`config.mk`:
```
export PLATFORM = sky130hd
export DESIGN_NAME = rvvi_trace_gen
export DESIGN_NICKNAME = d
export VERILOG_FILES = /design/src/rtl/rvvi_trace_gen.sv
export SDC_FILE = /design/constraint.sdc
export NUM_CORES = 1
export LEC_CHECK = 0
export ABC_CLOCK_PERIOD_IN_PS = 17100
export CORE_ASPECT_RATIO = 1.75
export CORE_MARGIN = 2
export CORE_UTILIZATION = 55
export DETAILED_ROUTE_END_ITERATION = 10
export PLACE_DENSITY = 0.79
export SKIP_CTS_REPAIR_TIMING = 1
export SLEW_MARGIN = 20
export SYNTH_ARGS = -nofsm -noshare
export SYNTH_HDL_FRONTEND = slang
export SYNTH_SLANG_ARGS = --single-unit
```
`constraint.sdc`:
```
create_clock -name clk -period 17.1 [get_ports clk]
set_clock_uncertainty 0.05 [all_clocks]
set_input_delay 2.565 -clock clk [delete_from_list [all_inputs] [get_ports clk]]
set_output_delay 2.565 -clock clk [all_outputs]
set_load 0.005 [all_outputs]
```
`src/rtl/rvvi_trace_gen.sv`:
```
// rvvi_trace_gen: producer side of a single-hart, single-retire RVVI trace.
// Commit events are queued in a DEPTH-entry FIFO and presented through a
// registered output stage that the consumer can freeze with rvvi_hold.
//
// Ports
//   clk, reset_n                     clock, synchronous active-low reset
//   cm_valid / cm_ready              commit handshake (push = cm_valid & cm_ready)
//   cm_pc, cm_pc_next, cm_insn       retired PC, next PC, instruction bits
//   cm_trap, cm_intr, cm_halt        trap / interrupt / final-instruction flags
//   cm_mode                          privilege mode at retire
//   cm_rd, cm_rd_we, cm_rd_data      integer writeback
//   rvvi_hold                        consumer stall, freezes the output record
//   rvvi_valid .. rvvi_x_wdata       registered RVVI record
//
// Optional feature macro: RVVI_FREG_TRACE_EN adds FP writeback tracing
// (cm_fd, cm_fd_we, cm_fd_data inputs; rvvi_f_wb, rvvi_f_wdata outputs).
module rvvi_trace_gen #(
    parameter int unsigned XLEN  = 64,
    parameter int unsigned ILEN  = 32,
    parameter int unsigned FLEN  = 64,
    parameter int unsigned DEPTH = 4
) (
    input  logic            clk,
    input  logic            reset_n,
    input  logic            cm_valid,
    output logic            cm_ready,
    input  logic [XLEN-1:0] cm_pc,
    input  logic [XLEN-1:0] cm_pc_next,
    input  logic [ILEN-1:0] cm_insn,
    input  logic            cm_trap,
    input  logic            cm_intr,
    input  logic            cm_halt,
    input  logic [1:0]      cm_mode,
    input  logic [4:0]      cm_rd,
    input  logic            cm_rd_we,
    input  logic [XLEN-1:0] cm_rd_data,
`ifdef RVVI_FREG_TRACE_EN
    input  logic [4:0]      cm_fd,
    input  logic            cm_fd_we,
    input  logic [FLEN-1:0] cm_fd_data,
    output logic [31:0]     rvvi_f_wb,
    output logic [FLEN-1:0] rvvi_f_wdata,
`endif
    input  logic            rvvi_hold,
    output logic            rvvi_valid,
    output logic [63:0]     rvvi_order,
    output logic [ILEN-1:0] rvvi_insn,
    output logic [XLEN-1:0] rvvi_pc_rdata,
    output logic [XLEN-1:0] rvvi_pc_wdata,
    output logic            rvvi_trap,
    output logic            rvvi_intr,
    output logic            rvvi_halt,
    output logic [1:0]      rvvi_mode,
    output logic [31:0]     rvvi_x_wb,
    output logic [XLEN-1:0] rvvi_x_wdata
);

    localparam int unsigned AW = (DEPTH > 1) ? $clog2(DEPTH) : 1;
    localparam int unsigned CW = AW + 1;

    typedef enum logic [1:0] {
        RUN    = 2'd0,
        DRAIN  = 2'd1,
        HALTED = 2'd2
    } state_t;

    // FIFO payload; writeback qualification is resolved at push time
    typedef struct packed {
        logic [XLEN-1:0] pc;
        logic [XLEN-1:0] pc_next;
        logic [ILEN-1:0] insn;
        logic            trap;
        logic            intr;
        logic            halt;
        logic [1:0]      mode;
        logic            x_we;
        logic [4:0]      rd;
        logic [XLEN-1:0] x_data;
`ifdef RVVI_FREG_TRACE_EN
        logic            f_we;
        logic [4:0]      fd;
        logic [FLEN-1:0] f_data;
`endif
    } rec_t;

    rec_t            mem [DEPTH];
    rec_t            wr_rec;
    rec_t            head;
    logic [AW-1:0]   wr_ptr;
    logic [AW-1:0]   rd_ptr;
    logic [CW-1:0]   count;
    logic [CW-1:0]   count_d;
    state_t          state;
    state_t          state_d;
    logic            push;
    logic            pop;

    assign head = mem[rd_ptr];

    // Build the FIFO entry; a trap or a write to x0 suppresses the GPR update
    always_comb begin
        wr_rec         = '0;
        wr_rec.pc      = cm_pc;
        wr_rec.pc_next = cm_pc_next;
        wr_rec.insn    = cm_insn;
        wr_rec.trap    = cm_trap;
        wr_rec.intr    = cm_intr;
        wr_rec.halt    = cm_halt;
        wr_rec.mode    = cm_mode;
        wr_rec.rd      = cm_rd;
        wr_rec.x_we    = cm_rd_we & ~cm_trap & (cm_rd != 5'd0);
        wr_rec.x_data  = wr_rec.x_we ? cm_rd_data : '0;
`ifdef RVVI_FREG_TRACE_EN
        // f0 is a real register, so only a trap suppresses the FP update
        wr_rec.fd      = cm_fd;
        wr_rec.f_we    = cm_fd_we & ~cm_trap;
        wr_rec.f_data  = wr_rec.f_we ? cm_fd_data : '0;
`endif
    end

    // Handshake, occupancy and FSM next state
    always_comb begin
        push    = cm_valid & cm_ready;
        pop     = (~rvvi_valid | ~rvvi_hold) & (count != '0);
        count_d = count;
        state_d = state;
        if (push && !pop) begin
            count_d = count + CW'(1);
        end else if (!push && pop) begin
            count_d = count - CW'(1);
        end
        case (state)
            RUN:     if (push && cm_halt) state_d = DRAIN;
            DRAIN:   if (rvvi_valid && !rvvi_hold && rvvi_halt) state_d = HALTED;
            HALTED:  state_d = HALTED;
            default: state_d = RUN;
        endcase
    end

    // State, pointers and the registered ready
    always_ff @(posedge clk) begin
        if (!reset_n) begin
            state    <= RUN;
            count    <= '0;
            wr_ptr   <= '0;
            rd_ptr   <= '0;
            cm_ready <= 1'b0;
        end else begin
            state    <= state_d;
            count    <= count_d;
            cm_ready <= (count_d != CW'(DEPTH)) && (state_d == RUN);
            if (push) wr_ptr <= wr_ptr + AW'(1);
            if (pop)  rd_ptr <= rd_ptr + AW'(1);
        end
    end

    // FIFO storage; contents are don't-care once the pointers reset
    always_ff @(posedge clk) begin
        if (push) mem[wr_ptr] <= wr_rec;
    end

    // Output record; rvvi_order doubles as the emitted-record counter
    always_ff @(posedge clk) begin
        if (!reset_n) begin
            rvvi_valid    <= 1'b0;
            rvvi_order    <= '0;
            rvvi_insn     <= '0;
            rvvi_pc_rdata <= '0;
            rvvi_pc_wdata <= '0;
            rvvi_trap     <= 1'b0;
            rvvi_intr     <= 1'b0;
            rvvi_halt     <= 1'b0;
            rvvi_mode     <= '0;
            rvvi_x_wb     <= '0;
            rvvi_x_wdata  <= '0;
`ifdef RVVI_FREG_TRACE_EN
            rvvi_f_wb     <= '0;
            rvvi_f_wdata  <= '0;
`endif
        end else if (pop) begin
            rvvi_valid    <= 1'b1;
            rvvi_order    <= rvvi_order + 64'd1;
            rvvi_insn     <= head.insn;
            rvvi_pc_rdata <= head.pc;
            rvvi_pc_wdata <= head.pc_next;
            rvvi_trap     <= head.trap;
            rvvi_intr     <= head.intr;
            rvvi_halt     <= head.halt;
            rvvi_mode     <= head.mode;
            rvvi_x_wb     <= head.x_we ? (32'd1 << head.rd) : 32'd0;
            rvvi_x_wdata  <= head.x_data;
`ifdef RVVI_FREG_TRACE_EN
            rvvi_f_wb     <= head.f_we ? (32'd1 << head.fd) : 32'd0;
            rvvi_f_wdata  <= head.f_data;
`endif
        end else if (!rvvi_hold) begin
            rvvi_valid    <= 1'b0;
        end
    end

endmodule

```
==> results by group <==
Routing
  – DRC violations left: 0
  – Routed vias: 27,370
  – Met2 wire len: slightly below 60,000 um
  – Initial DRC count: around 2,000
  – Vias/cell: between 5 and 6
  – Routed wire length: approximately 110,000 um
  – Wl on met1: roughly 41,000 um
  – Top Metal Used: met5
  – Met3 Wirelength: around 10000 um
  – Detail Route Antenna Nets: 0
  – Routed wire per std cell: ~25 um
  – Drt pass-1 iters: 5

Cells and area
  – Nets: about 3,700
  – Share of cells above drive strength 1: ~13%
  – Non-filler cells, final: ~4,600
  – Fillers: around 5,600
  – Final Core Density: 67.98%
  – Area growth from synthesis to layout: 22.31%

Synth
  – Yosys warnings: 0
  – Seq/Total Area, Yosys: 74.51%
  – Syn Inst Count: approximately 2,900
  – Ys flop type: edfxtp_1
  – #FFs+latches synth: roughly 1,300
  – Syn_area_per_cell: approximately 16 um2
  – Post-synth top area share: roughly three fifths
  – Most common cell in the synthesized netlist: edfxtp_1
  – Post-synth EDFFs: 940
  – Synth area leader: edfxtp_1
  – Asr flop ratio synth: 0%
  – Net Count, Synth: between 3,000 and 4,000
  – Largest cells by area after synthesis: edfxtp_1 60%, dfxtp_1 14%, mux4_2 11%
  – Netlist cell types: 42
  – Synth Cell Area: around 47,000 um2
  – Synth cell count leaders: 940 x edfxtp_1, 543 x nand2_1, 338 x dfxtp_1, 273 x a21oi_1, 235 x mux4_2

Worst setup path
  – CP max stage cell: buf_4
  – Crit. Startpoint: rvvi_hold
  – Worst R2R Path Depth: 6
  – Worst-path cell chain: clkdlybuf4s50_1, nand2_1, nand2_4, buf_4, buf_4, nand2_1, a21oi_1
  – Worst path arrival time: 5.76 ns
  – Worst Setup End Kind: flop
  – Reg-to-Reg End: rvvi_pc_rdata[34]
  – Reg2reg setup slack: between 10 and 15 ns
  – CP Class: in2reg
  – WP data required: ~18 ns
  – CP Launch Type: input port
  – Slowest cell delay on critical path: around 0.79 ns
  – Worst Path Max Fanout: 75
  – Critical Path Sink: rvvi_pc_rdata[30]

Timing
  – Slew Limit Fails: 0
  – Worst slew pin tran: 1.174 ns
  – Setup TNS: 0 ns
  – Achievable frequency: 0.1924 GHz
  – Relative slew margins: between 20 and 25%
  – Unrepaired setup endpoints after global routing: false
  – Final Hold Vio Count: 0
  – Setup Viol. Count Final: 0
  – Tmin final: approximately 5.2 ns
  – Period Utilization, post-route: 30.39%

Power and ir drop
  – Combinational Power Share: 24.7%
  – VDD IR max: 0.1544 mV
  – Pint: 6.185 mW
  – Switch Pwr: 2.460 mW
  – PwrDens: roughly 150 nW/um2
  – P_leak: about 18 nW
  – Seq pwr share: between 40% and 50%
  – Clock power share: between 20 and 30%
  – Net switching fraction of the power: 28.46%

Floorplan
  – Top Ports: between 500 and 600
  – Row Count: roughly 140
  – Core Area: between 80,000 and 90,000 um2
  – Initial Util: 55.58%
  – Chip height: 390.6 um
  – Die Area: 87,840 um2
  – Die W: roughly 220 um

Status
  – Status: finished clean

Global route
  – Grt ovf: 0
  – Largest net degree at the start of global routing: about 170
  – GRT Overall Usage: 25.94%
  – First-pass GRT wire length: around 170,000 um
  – Number of global-route vias before repair: 27,750
  – Antenna violations before repair: 35

CTS
  – CTS tree: done
  – CTS sink cnt: roughly 1,300
  – Root buffer cell: clkbuf_16
  – TritonCTS Buffers: 107
  – Clock transition at path regs: approximately 0.070 ns
  – Clk_lat worst skew: 0.70 ns
  – Maximum root-to-sink buffer count: 3
  – H-tree levels: 3

Worst hold path
  – Hold Crit Class: reg2reg
  – Hold wc startpoint: rvvi_x_wdata[24]

Place
  – Gp weighted congestion: 0.9453
  – Post-DP HPWL: slightly below 70,000 um
  – Dpl cells: 4,414
  – IO buf count: about 570

Flow run
  – Max-cap violations: 0
## per-layer routing
| metal | up-vias | track usage, % |
|---|---|---|
| met3 | 239 | 7.192 |
| met1 | 13790 | 31.57 |
| li1 | 12140 | - |
| met5 | - | 0 |
| met4 | 40 | 10.27 |
| met2 | 1158 | 43.91 |
## final cells by class
type	instances	area (um2)	area share [%]
flip-flops and latches	1278	35000	60.93
multi-input cells	1460	11350	19.75
repair buffers	594	5948	10.36
clock buffers	136	2880	5.014
well taps	1072	1341	2.335
clock inverters	68	842.1	1.466
inverters	10	45.04	0.07841
diodes	15	37.54	0.06535
## sequential cells by signal (all words and copies together), names as in the netlist, 3 cells and up, named ones only
| signal | cells |
|---|---|
| rvvi_pc_rdata | 64 |
| rvvi_x_wb | 32 |
| mem | 940 |
| rvvi_pc_wdata | 64 |
| rvvi_insn | 32 |
| rvvi_order | 64 |
| count | 3 |
| rvvi_x_wdata | 64 |
## kinds of logic (layout without fill, tap and decap cells)
kind of cell,count (synthesis),in the layout,synth area share (%)
AO/OA/AOI/OAI,354,354,4.015
flip-flops,1278,1278,74.51
multiplexers,238,238,11.33
buffers and inverters,171,808,1.417
XOR/XNOR,26,26,0.4849
adder cells (fa/ha/maj),8,8,0.2131
AND/OR/NAND/NOR,834,834,8.029
other,0,15,0
## metrics by stage
step	setup slack (ns)	hold slack [ns]	area [um2]	total power, mW
final	11.90	0.4033	57440	8.646
after global routing	11.73	0.4218	57440	9.001
after CTS	11.97	0.4052	57410	8.719
after detailed placement	11.24	0.3938	53680	6.169
after global placement	11.26	0.3832	53680	6.131
after floorplan	8.450	0.3987	46970	5.158
## placed cells by master, fill, tap and decap left out, types with 7 or more instances in the layout
cell type | netlist | layout
diode_2 | 0 | 15
nor3_1 | 16 | 16
or3_1 | 17 | 17
buf_4 | 0 | 23
inv_1 | 9 | 9
clkbuf_1 | 126 | 19
edfxtp_1 | 940 | 940
a21oi_1 | 273 | 273
clkbuf_16 | 0 | 107
xor2_1 | 11 | 11
xnor2_1 | 15 | 15
nor4_1 | 14 | 14
nand3_1 | 26 | 26
ha_1 | 8 | 8
clkinvlp_4 | 0 | 7
o21ai_0 | 41 | 41
or4_1 | 28 | 28
dfxtp_1 | 338 | 336
o31ai_1 | 25 | 25
clkbuf_8 | 0 | 9
and2_1 | 73 | 73
nor2_1 | 45 | 44
bufinv_16 | 0 | 15
nand2_1 | 543 | 542
clkdlybuf4s50_1 | 0 | 565
and4_1 | 8 | 8
clkinv_1 | 0 | 15
mux4_2 | 235 | 235
nand4_1 | 36 | 36
clkinv_2 | 0 | 21
## worst max-delay path: cells and delay by family
| family | cells | cell delay, ns |
|---|---|---|
| simple gates | 3 | 0.77 |
| compound gates | 1 | 0.19 |
| buf+inv | 3 | 2.08 |
## worst min-delay path by stage
| stage | to | slack [ns] | depth (start not counted) |
|---|---|---|---|
| 2_1_floorplan | rvvi_x_wb[0] | 0.40 | 2 |
| 4_1_cts | rvvi_x_wdata[3] | 0.41 | 2 |
| 3_3_place_gp | rvvi_x_wb[2] | 0.38 | 2 |
| 6_report | rvvi_x_wdata[24] | 0.40 | 2 |
| 3_5_place_dp | rvvi_x_wb[8] | 0.39 | 2 |
| 5_1_grt | rvvi_pc_rdata[2] | 0.42 | 2 |
## power by group through the flow
stage               registers (mW)  logic, mW  clock network (mW)
global route                  3.99       2.31                2.70
finish                        3.96       2.14                2.55
global placement              4.01       2.12                   0
detailed placement            4.02       2.15                   0
CTS                           3.96       2.17                2.59
floorplan                     3.99       1.17                   0
Power figures use the tool's default switching activity.
